===== src/rtl/hampel_pkg.sv =====
// Shared types and helpers for the Hampel outlier flagger.
//   FRAC_BITS     : number of fractional bits in the Q8.8 format.
//   q88_t         : 16-bit unsigned Q8.8 value.
//   q88_round_sat : rounds a Q8.8 value to the nearest integer (half rounds
//                   up) and saturates the result to an unsigned width.
package hampel_pkg;

  localparam int FRAC_BITS = 8;

  typedef logic [15:0] q88_t;

  // Adds the half bit to the integer part, then clamps to 2^width-1.
  // The result is returned in 16 bits; callers keep the low width bits.
  function automatic logic [15:0] q88_round_sat(input q88_t v, input int unsigned width);
    int unsigned r;
    int unsigned max_v;
    r     = int'(v >> FRAC_BITS) + int'(v[FRAC_BITS-1]);
    max_v = (32'd1 << width) - 32'd1;
    return 16'((r > max_v) ? max_v : r);
  endfunction

endpackage


===== src/rtl/sample_fifo.sv =====
// Circular queue of raw samples waiting for their median/MAD result.
//   clk, rst  : clock, synchronous active-low reset
//   wr_req    : push request (data_rdy), wr_data written at the tail
//   rd_req    : pop request (res_vld), rd_data is the current head
//   rd_ok     : the pop request was honoured this cycle
//   ovf_evt   : push request dropped because the queue was full
//   unf_evt   : pop request arrived with the queue empty
//   pending   : number of stored samples, full / empty flags
// A simultaneous pop frees a slot, so a push into a full queue is accepted
// in the same cycle as a pop.
module sample_fifo
  import hampel_pkg::*;
#(
  parameter int DATA_WIDTH = 8,
  parameter int QDEPTH     = 4,
  localparam int AW        = $clog2(QDEPTH),
  localparam int PW        = AW + 1
) (
  input  logic                  clk,
  input  logic                  rst,
  input  logic                  wr_req,
  input  logic [DATA_WIDTH-1:0] wr_data,
  input  logic                  rd_req,
  output logic [DATA_WIDTH-1:0] rd_data,
  output logic                  rd_ok,
  output logic                  ovf_evt,
  output logic                  unf_evt,
  output logic [PW-1:0]         pending,
  output logic                  full,
  output logic                  empty
);

  logic [DATA_WIDTH-1:0] mem [QDEPTH];
  logic [AW-1:0]         wr_ptr;
  logic [AW-1:0]         rd_ptr;
  logic [PW-1:0]         count;
  logic                  wr_ok;

  assign full    = (count == PW'(QDEPTH));
  assign empty   = (count == '0);
  assign rd_ok   = rd_req && !empty;
  assign wr_ok   = wr_req && (!full || rd_ok);
  assign ovf_evt = wr_req && !wr_ok;
  assign unf_evt = rd_req && empty;
  assign rd_data = mem[rd_ptr];
  assign pending = count;

  // Pointers are AW bits wide so they wrap modulo QDEPTH for free.
  always_ff @(posedge clk) begin
    if (!rst) begin
      wr_ptr <= '0;
      rd_ptr <= '0;
      count  <= '0;
    end else begin
      if (wr_ok) wr_ptr <= wr_ptr + 1'b1;
      if (rd_ok) rd_ptr <= rd_ptr + 1'b1;
      case ({wr_ok, rd_ok})
        2'b10:   count <= count + 1'b1;
        2'b01:   count <= count - 1'b1;
        default: count <= count;
      endcase
    end
  end

  // Storage carries no reset; only the pointers define what is valid.
  always_ff @(posedge clk) begin
    if (rst && wr_ok) mem[wr_ptr] <= wr_data;
  end

endmodule


===== src/rtl/hampel_flagger.sv =====
// Hampel outlier flagger: pairs each MADcalc result with the sample it was
// computed for and flags |x - median| > THRESH_K * MAD.
//   clk, rst        : clock, synchronous active-low reset
//   data_in/data_rdy: raw sample stream (strobe, no back-pressure)
//   local_median/MAD/res_vld : result stream from MADcalc (strobe)
//   out_vld/outlier/data_out : result strobe, flag, corrected sample
//   pending         : samples waiting for a result
//   ovf_err/unf_err : sticky drop / orphan-result errors
// Handshake: every *_rdy / *_vld input is a one-cycle strobe with no ready
// back-channel; a transfer happens on each rising edge where it is 1.
// out_vld is likewise a one-cycle strobe, and outlier/data_out hold their
// last values between strobes.
module hampel_flagger
  import hampel_pkg::*;
#(
  parameter int          DATA_WIDTH = 8,
  parameter int          QDEPTH     = 4,
  parameter logic [15:0] THRESH_K   = 16'h0300
) (
  input  logic                       clk,
  input  logic                       rst,
  input  logic [DATA_WIDTH-1:0]      data_in,
  input  logic                       data_rdy,
  input  logic [15:0]                local_median,
  input  logic [15:0]                MAD,
  input  logic                       res_vld,
  output logic                       out_vld,
  output logic                       outlier,
  output logic [DATA_WIDTH-1:0]      data_out,
  output logic [$clog2(QDEPTH):0]    pending,
  output logic                       ovf_err,
  output logic                       unf_err
);

  logic [DATA_WIDTH-1:0] head;
  logic                  pop_ok;
  logic                  ovf_evt;
  logic                  unf_evt;
  logic                  q_full;
  logic                  q_empty;

  sample_fifo #(
    .DATA_WIDTH (DATA_WIDTH),
    .QDEPTH     (QDEPTH)
  ) u_fifo (
    .clk     (clk),
    .rst     (rst),
    .wr_req  (data_rdy),
    .wr_data (data_in),
    .rd_req  (res_vld),
    .rd_data (head),
    .rd_ok   (pop_ok),
    .ovf_evt (ovf_evt),
    .unf_evt (unf_evt),
    .pending (pending),
    .full    (q_full),
    .empty   (q_empty)
  );

  // Stage 1 combinational terms, computed from the head sample at pop time.
  q88_t        xq;
  q88_t        diff;
  logic [31:0] prod;
  logic [23:0] thr;

  always_comb begin
    xq   = q88_t'(head) << FRAC_BITS;
    diff = (xq >= local_median) ? (xq - local_median) : (local_median - xq);
    prod = 32'(MAD) * 32'(THRESH_K);
    thr  = 24'(prod >> FRAC_BITS);
  end

  logic                  s1_vld;
  logic [DATA_WIDTH-1:0] s1_x;
  q88_t                  s1_diff;
  logic [23:0]           s1_thr;
  q88_t                  s1_med;
  logic                  is_outlier;

  // Strict compare: a deviation exactly equal to the threshold is an inlier.
  assign is_outlier = ({8'd0, s1_diff} > s1_thr);

  always_ff @(posedge clk) begin
    if (!rst) begin
      s1_vld   <= 1'b0;
      s1_x     <= '0;
      s1_diff  <= '0;
      s1_thr   <= '0;
      s1_med   <= '0;
      out_vld  <= 1'b0;
      outlier  <= 1'b0;
      data_out <= '0;
      ovf_err  <= 1'b0;
      unf_err  <= 1'b0;
    end else begin
      s1_vld <= pop_ok;
      if (pop_ok) begin
        s1_x    <= head;
        s1_diff <= diff;
        s1_thr  <= thr;
        s1_med  <= local_median;
      end
      out_vld <= s1_vld;
      if (s1_vld) begin
        outlier  <= is_outlier;
        data_out <= is_outlier ? DATA_WIDTH'(q88_round_sat(s1_med, DATA_WIDTH)) : s1_x;
      end
      if (ovf_evt) ovf_err <= 1'b1;
      if (unf_evt) unf_err <= 1'b1;
    end
  end

endmodule


===== config.mk =====
export PLATFORM = sky130hd
export DESIGN_NAME = hampel_flagger
export DESIGN_NICKNAME = d
export VERILOG_FILES = /design/src/rtl/hampel_pkg.sv /design/src/rtl/sample_fifo.sv /design/src/rtl/hampel_flagger.sv
export SDC_FILE = /design/constraint.sdc
export NUM_CORES = 1
export LEC_CHECK = 0
export BUFFER_PORTS_ARGS = -buffer_cell sky130_fd_sc_hd__buf_2
export CORE_AREA = 4 4 115 117
export CTS_CLUSTER_DIAMETER = 120
export DETAILED_ROUTE_END_ITERATION = 16
export DIE_AREA = 0 0 119 121
export HOLD_SLACK_MARGIN = 0.08
export PLACE_DENSITY = 0.71
export SLEW_MARGIN = 20
export SYNTH_ARGS = -nofsm -noshare
export SYNTH_HDL_FRONTEND = slang
export SYNTH_SLANG_ARGS = --single-unit

===== constraint.sdc =====
create_clock -name clk -period 3.5 [get_ports clk]
set_clock_uncertainty 0.2 [all_clocks]
set_input_delay 0.175 -clock clk [delete_from_list [all_inputs] [get_ports clk]]
set_output_delay 0.175 -clock clk [all_outputs]
set_load 0.01 [all_outputs]

Word level (Yosys, flattened, before mapping)
Memory sizes are Yosys's and may differ from the RTL's. A register that Yosys moved wholly into a read port is not among the register bits.
Index checks and enable logic that the tools add are counted.
{"block": "totals", "register_bits": 78, "mem_bits_rw": 32, "inputBits": 44, "out_inout_bits": 15, "memories": 1}
{"memory": "u_fifo.mem", "depth": 4, "width": 8, "read_ports": 1, "rd_clocked_by_memory_dff": 1, "wr": 1, "line": "sample_fifo.sv:33", "source": "logic [DATA_WIDTH-1:0] mem [QDEPTH];"}
{"block": "classes", "n_addsub": 7, "mul": 1, "magnitude_cmp": 3, "n_eq_ne": 3, "mux": 8, "reduce_logical": 11}
{"op": "$sub 16x16->16", "count": 2}
{"op": "$gt 16x18->1", "count": 1}
{"op": "$mul 16x2->18 const B", "count": 1}
{"op": "$ge 16x16->1", "count": 1}
{"op": "$mux 16", "count": 1}
{"op": "$mux 8", "count": 2}
{"op": "$add 8x1->9", "count": 1}
{"op": "$gt 9x8->1 const B", "count": 1}
{"op": "$pmux 3 s2", "count": 1}
{"op": "$logic_and 1x1->1", "count": 5}
{"op": "$add 2x1->2 const B", "count": 2}
{"op": "$mux 2", "count": 2}
{"op": "$add 3x1->3 const B", "count": 1}
{"op": "$eq 3x3->1 const B", "count": 1}
{"op": "$logic_not 1->1", "count": 3}
{"op": "$logic_not 3->1", "count": 1}
{"op": "$sub 3x1->3 const B", "count": 1}
{"op": "$eq 2x1->1 const B", "count": 1}
{"op": "$eq 2x2->1 const B", "count": 1}
{"op": "$mux 1", "count": 2}
{"op": "$reduce_bool 2->1", "count": 1}
{"op": "$logic_or 1x1->1", "count": 1}

Longest topological paths before layout
Gate-level depths: netlist (run 1).
{"block": "depth", "word_depth": 8, "depth_mapped": 12, "ltp_nobuf": 10}

Cells and area by module
A second synthesis (run 1) with hierarchy kept.
{"block": "hier_totals", "hier_cells": 633, "area_unflattened_um2": 6117.1}
{"module": "hampel_flagger", "instances": 1, "cells_each": 534, "area_each_um2": 4451.8}
{"module": "sample_fifo", "instances": 1, "cells_each": 99, "area_each_um2": 1665.3}

Least setup slack after synthesis (run 1)
No wires, ideal clock.
{"block": "synth_path", "path_type": "register to register", "from": "register (tool-made name)", "to": "register s1_diff[2]", "t_arrival_ps": 3228, "path_slack_ps": -2, "path_stages_with_launch": 12, "n_path_buf": 3, "synth_period_minus_slack_ps": 3502, "cell_sequence": "dfxtp_1 > clkbuf_1 > mux4_2 > ha_1 > clkbuf_1 > nand3_1 > nor4_4 > o2111ai_4 > and2_4 > buf_6 > or3_1 > a31oi_1"}
{"item": "end signal: assignment", "line": "hampel_flagger.sv:99", "source": "s1_diff <= diff;"}
{"item": "end: declaration", "line": "hampel_flagger.sv:75", "source": "q88_t s1_diff;"}

==> impl_metrics.py, run 1 <==
metrics = {
    "synthesis": {
        "synth_edf_count": 32,
        "ys_ff_latch": 105,
        "synth_compound_area_frac": 0.177,
        "synth_area_um2": 6030,
        "synth-xor-area-share": 0.0479,
        "syn_nets": 758,
        "synthSimpleGateAreaFrac": 0.152,
        "synth_ff_type": "dfxtp_1",
        "synthAdderAreaFrac": 0.126,
        "yosysTopAreaCell": "dfxtp_1",
        "ys_async_sr_fraction": 0,
        "ys_types": 62,
        "ys_seq_area_frac": 0.402,
        "syn_avg_cell_area_um2": 9.20,
        "synth_top_area_share": 0.242,
        "synth_top_family_by_area": "compound AO/OA/AOI/OAI gates",
        "ys.warnings.count": 0,
        "synthTopCellsByArea": "dfxtp_1 (24%), edfxtp_1 (16%), ha_1 (12%)",
        "synth_cells": 655,
        "muxShareOfSynthArea": 0.0419,
    },
    "routing": {
        "drt-vias-per-instance": 5.43,
        "drt-initial-drc-count": 296,
        "wl_um": 13600,
        "routed-via-count": 4918,
        "route.detailed.drc": 0,
        "wire_per_inst_um": 15.0,
        "drt.antenna.violating_nets": 0,
        "drt_pass1_iterations": 5,
    },
    "clock_tree": {
        "numCtsBuffers": 9,
        "cts_buffer_depth": 2,
        "clock_latency_ps": 360,
        "clock-sinks": 105,
        "clk_root_buffer_cell": "clkbuf_16",
        "cts_tree": "done",
        "clkTransAtPathRegs_ps": 70,
        "h-tree-depth": 3,
    },
    "global_routing": {
        "grt_pass1_vias": 5073,
        "grt_first_pass_wirelength_um": 23500,
        "grt_use_total": 0.199,
        "antenna_found_initial": 0,
        "grt_max_degree": 62,
        "grt-ovfl-total": 0,
    },
    "setup_path": {
        "cp-start-kind": "register",
        "required_ps": 3560,
        "crit_type": "reg -> reg",
        "arrival_ps": 3360,
        "critPathMaxFanout": 7,
        "cp-end-kind": "register",
    },
    "sta": {
        "fin_crit_ps": 3290,
        "final_hold_viol_count": 0,
        "timing.final.crit_share": 0.941,
        "finalSetupViolCount": 0,
        "relSlewSlack": 0.469,
        "finalMaxSlewViolations": 0,
        "max_freq_ghz": 0.304,
        "max_slew.worst_pin.slew_ps": 795,
    },
    "cells_and_area": {
        "num-nets-final": 831,
        "diodes": 0,
        "area_delta_synth_final_pct": 18.0,
        "layout-drive-gt1-share": 0.145,
        "layout.cells.non_filler": 905,
        "mostFrequentLayoutCell": "nand2_1",
        "stdcell_area_um2": 7110,
        "fillers": 1089,
        "mostFrequentLayoutCells": "nand2_1 (76), dfxtp_1 (73), a21oi_1 (65)",
    },
    "power": {
        "p_leak_nw": 2.90,
        "p_per_area_nw_per_um2": 727,
        "peakVddDrop_mv": 0.544,
    },
    "die": {
        "start_util": 0.488,
        "ios": 59,
        "core_um2": 12400,
        "die_area_um2": 14400,
        "fp.dieW_um": 119,
        "placementRows": 41,
        "die_height_um": 121,
    },
    "placement": {
        "place_congestion": 0.902,
        "dpl-instance-area_um2": 6460,
        "dp.cells": 859,
        "hpwl_um": 10000,
        "port-buffer-count": 58,
    },
    "flow_run": {
        "cap_violations": 0,
    },
    "status": {
        "status": "finished clean",
    },
    "min_path": {
        "hold_path_class": "in -> reg",
    },
}
[Yosys cell counts (2+ instances only)]
| cell | count |
|---|---|
| o21bai_1 | 5 |
| xor2_1 | 16 |
| mux4_2 | 8 |
| a221oi_1 | 6 |
| nor2_1 | 32 |
| or4_1 | 2 |
| fa_1 | 3 |
| ha_1 | 56 |
| nand2b_1 | 5 |
| a21oi_2 | 3 |
| a31oi_1 | 8 |
| a21o_1 | 11 |
| mux2i_1 | 5 |
| edfxtp_1 | 32 |
| o2bb2ai_1 | 2 |
| nand2_1 | 76 |
| nor2b_1 | 7 |
| or3_1 | 4 |
| o21a_1 | 4 |
| mux2_2 | 2 |
| nor4_1 | 2 |
| nand4_1 | 13 |
| nor3b_1 | 3 |
| o211ai_1 | 8 |
| inv_1 | 52 |
| a211oi_1 | 6 |
| xnor2_1 | 17 |
| nand3_1 | 18 |
| dfxtp_1 | 73 |
| and3_1 | 9 |
| a21oi_1 | 65 |
| buf_1 | 5 |
| o21ai_1 | 2 |
| clkbuf_1 | 23 |
| o31ai_1 | 3 |
| nor3_1 | 7 |
| o21ai_0 | 37 |
[sequential cells by signal, summed over array words and instances, names as in the netlist, named ones only]
| signal | flops |
|---|---|
| s1_x | 8 |
| u_fifo.wr_ptr | 2 |
| s1_thr | 18 |
| s1_med | 9 |
| u_fifo.pending | 3 |
| s1_diff | 16 |
| u_fifo.mem | 32 |
| data_out | 8 |
| u_fifo.rd_ptr | 2 |
| out_vld | 1 |
| s1_vld | 1 |
| outlier | 1 |
| unf_err | 1 |
| ovf_err | 1 |
[where the power goes]
part	total (mW)	internal (mW)	switching, mW
Clock	1.04	0.574	0.469
Sequential	1.72	1.52	0.199
Combinational	2.41	1.03	1.38
[routing by layer]
metal  global-route usage  vias up  part of all wire
li1                     -     2471                 -
met1                0.235     2313              0.43
met2                0.355      103              0.50
met3               0.0401       31             0.035
met4               0.0789        0             0.030
met5                    0        -                 0
[area by class of cell]
type / instances / area (um2) / share of cell area
flip-flops and latches: 105 / 2420 / 0.341
multi-input cells: 467 / 3330 / 0.469
clock buffers: 10 / 229 / 0.0322
clock inverters: 6 / 81.3 / 0.0114
well taps: 172 / 215 / 0.0303
repair buffers: 92 / 633 / 0.0890
inverters: 53 / 199 / 0.0280
[final timing paths]
path / slack, ps / from / cells past startpoint / end
max: 210 / register / 10 / s1_diff[7]
min: 100 / MAD[2] / 4 / s1_thr[2]
max reg2reg: 210 / register / 10 / s1_diff[7]
min reg2reg: 260 / s1_thr[6] / 2 / s1_thr[6]
[metrics by stage]
step	power [mW]	setup TNS [ps]	utilization	worst slack, ps	hold WS (ps)
2_1_floorplan	3.48	0	-	206	73.9
3_3_place_gp	3.99	0	0.523	289	188
3_5_place_dp	4.07	0	0.523	206	197
4_1_cts	5.15	0	0.572	182	93.0
5_1_grt	5.58	-0.778	0.575	-0.778	138
6_report	5.17	0	0.575	206	97.4
[logic make-up (layout without fill, tap and decap cells)]
family,after synthesis,in the layout
AND/OR/NAND/NOR,188,188
AO/OA/AOI/OAI,172,172
flip-flops,105,105
buffers and inverters,83,161
adder cells (fa/ha/maj),59,59
XOR/XNOR,33,33
multiplexers,15,15
[critical path, cell delays in order, from the launching register on]
cell and delay (ps):
dfxtp_1 400, buf_12 150, mux4_2 580, ha_2 420
nand2_1 120, nor4_4 370, o2111ai_4 220, nand2_1 230
o31ai_1 120, xor2_1 150, a211oi_1 230
[timing repair]
item / 4_1_cts / 5_1_grt
endpoints found under the setup margin: 0 / 7
hold buffers: 30 / 0
gates resized for setup: 0 / 7
endpoints found under the hold margin: 56 / 0
buffers inserted: 0 / 0
(Power assumes the default switching activity.)
==> run 2: changes to the inputs <==
Settings changed: CORE_AREA 4 4 115 117 to 4 4 116 118, DIE_AREA 0 0 119 121 to 0 0 120 122, SYNTH_HIERARCHICAL set to 1.
==> run 2 against run 1 <==
Against the previous run:
- non-clock buffer count increased by 8
- register-to-register slack got worse by 40 ps
- critical path type unchanged
- highest routed layer unchanged
- hold slack got worse by 8.3 ps
==> impl_metrics.py, run 2 <==
metrics = {
    "status": {
        "status": "finished clean",
    },
    "sta": {
        "finalSetupTns_ps": 0,
        "final_hold_viol_count": 0,
        "max_slew.worst_pin.slew_ps": 891,
        "finalSetupViolCount": 0,
        "fin_crit_ps": 3330,
        "timing.final.crit_share": 0.952,
        "relSlewSlack": 0.406,
        "rsz0062_at_grt": "no",
        "max_freq_ghz": 0.300,
        "finalMaxSlewViolations": 0,
    },
    "power": {
        "pwr-share-comb": 0.457,
        "p_per_area_nw_per_um2": 674,
        "clkPwrFrac": 0.202,
        "peakVddDrop_mv": 0.344,
        "p_seq_frac": 0.341,
        "p_leak_nw": 3.02,
        "p_int_mw": 2.99,
        "switchingPower_mw": 1.85,
        "switching_share": 0.382,
    },
    "global_routing": {
        "antenna_found_initial": 0,
        "grt-ovfl-total": 0,
        "grt_first_pass_wirelength_um": 22300,
        "grt_use_total": 0.189,
        "grt_pass1_vias": 4743,
        "grt_max_degree": 40,
    },
    "setup_path": {
        "cp-start-kind": "register",
        "max_stage_delay_ps": 600,
        "critPathMaxFanout": 7,
        "slowest_stage": "mux4_2",
        "reg2regPathDepth": 10,
        "required_ps": 3580,
        "arrival_ps": 3410,
        "crit_chain": "buf_6 > mux4_2 > ha_1 > nand4b_1 > o31ai_2 > a21o_1 > nor3_1 > or3_1 > o311a_1 > nor3_2",
        "cp-end-kind": "register",
        "crit_type": "reg -> reg",
    },
    "cells_and_area": {
        "layout-drive-gt1-share": 0.156,
        "regMostFlops": "u_fifo/mem",
        "mostFrequentLayoutCell": "dfxtp_1",
        "mostFrequentLayoutCells": "dfxtp_1 (73), nor2_1 (59), buf_2 (58)",
        "diodes": 0,
        "reg_top3": "u_fifo/mem (32), s1_thr (18), s1_diff (16)",
        "layout.cells.non_filler": 896,
        "largest_reg_flops": 32,
        "num-nets-final": 821,
        "area_delta_synth_final_pct": 17.4,
    },
    "routing": {
        "wire_per_inst_um": 15.0,
        "routed-via-count": 4889,
        "drt_pass1_iterations": 4,
        "drt-initial-drc-count": 279,
        "drt-vias-per-instance": 5.46,
        "route.detailed.drc": 0,
        "wl_um": 13500,
        "drt.antenna.violating_nets": 0,
    },
    "synthesis": {
        "synth_area_um2": 6110,
        "ys.warnings.count": 6,
        "syn_avg_cell_area_um2": 9.67,
        "synth_cells": 632,
        "syn_nets": 734,
    },
    "clock_tree": {
        "cts_buffer_depth": 2,
        "clock-sinks": 105,
        "h-tree-depth": 3,
        "clkTransAtPathRegs_ps": 80,
        "cts_tree": "done",
        "numCtsBuffers": 9,
        "clock_latency_ps": 350,
        "clk_root_buffer_cell": "clkbuf_16",
    },
    "placement": {
        "port-buffer-count": 58,
        "hpwl_um": 10000,
        "dp.cells": 847,
        "place_congestion": 0.904,
    },
    "min_path": {
        "hold_path_class": "in -> reg",
        "hold_path_depth": 4,
    },
    "die": {
        "ios": 59,
        "fp.dieW_um": 120,
        "core_um2": 12500,
        "die_area_um2": 14600,
        "start_util": 0.490,
        "die_height_um": 122,
        "placementRows": 41,
    },
    "flow_run": {
        "cap_violations": 0,
    },
}
## run 2: critical path, delay by kind of cell (launching register included)
family	cells	cell delay, ps
multiplexers	1	600
buffers and inverters	1	170
flip-flops	1	370
AND/OR/NAND/NOR	4	630
AO/OA/AOI/OAI	3	890
adder cells (fa/ha/maj)	1	400
## run 2: final cells by class
type	count	area, um2
Fill cell	1082	5290
Sequential cell	105	2420
Timing Repair Buffer	100	682
Clock buffer	10	229
Clock inverter	6	56.3
Tap cell	172	215
Multi-Input combinational cell	450	3370
Inverter	53	199
## run 2: per-layer routing
layer,GRT usage,share of wire,vias up
li1,-,-,2433
met1,0.235,0.44,2318
met2,0.329,0.50,118
met3,0.0460,0.051,20
met4,0.0487,0.016,0
met5,0,0,-
## run 2: path summary, 6_finish.rpt
path | end | start | slack [ps]
setup / recovery | s1_diff[15] | register | 170
hold / removal | s1_thr[1] | MAD[1] | 90
setup reg to reg | s1_diff[15] | register | 170
hold reg to reg | data_out[5] | data_out[5] | 250
## run 2: power by group through the flow
| stage | Sequential, mW | Combinational, mW | Clock [mW] |
|---|---|---|---|
| 6_report | 1.65 | 2.21 | 0.975 |
| 2_1_floorplan | 1.64 | 1.69 | 0 |
| 4_1_cts | 1.65 | 2.18 | 1.01 |
| 5_1_grt | 1.68 | 2.48 | 1.05 |
| 3_5_place_dp | 1.68 | 2.14 | 0 |
| 3_3_place_gp | 1.66 | 2.09 | 0 |
## run 2: through the flow
step	power (mW)	setup WS, ps	util	instance area, um2	hold slack, ps
6_report	4.83	169	0.576	7170	89.1
5_1_grt	5.20	6.23	0.576	7170	117
4_1_cts	4.84	84.8	0.572	7130	83.4
3_5_place_dp	3.81	96.3	0.526	6560	194
3_3_place_gp	3.75	189	0.526	6560	186
2_1_floorplan	3.33	83.1	-	6110	73.9
## run 2: repair_timing
item | in CTS | in global routing
hold buffers | 29 | 0
endpoints found under the setup margin | 0 | 2
buffers inserted | 0 | 4
hold endpoints to repair | 60 | 0
gates resized for setup | 0 | 3
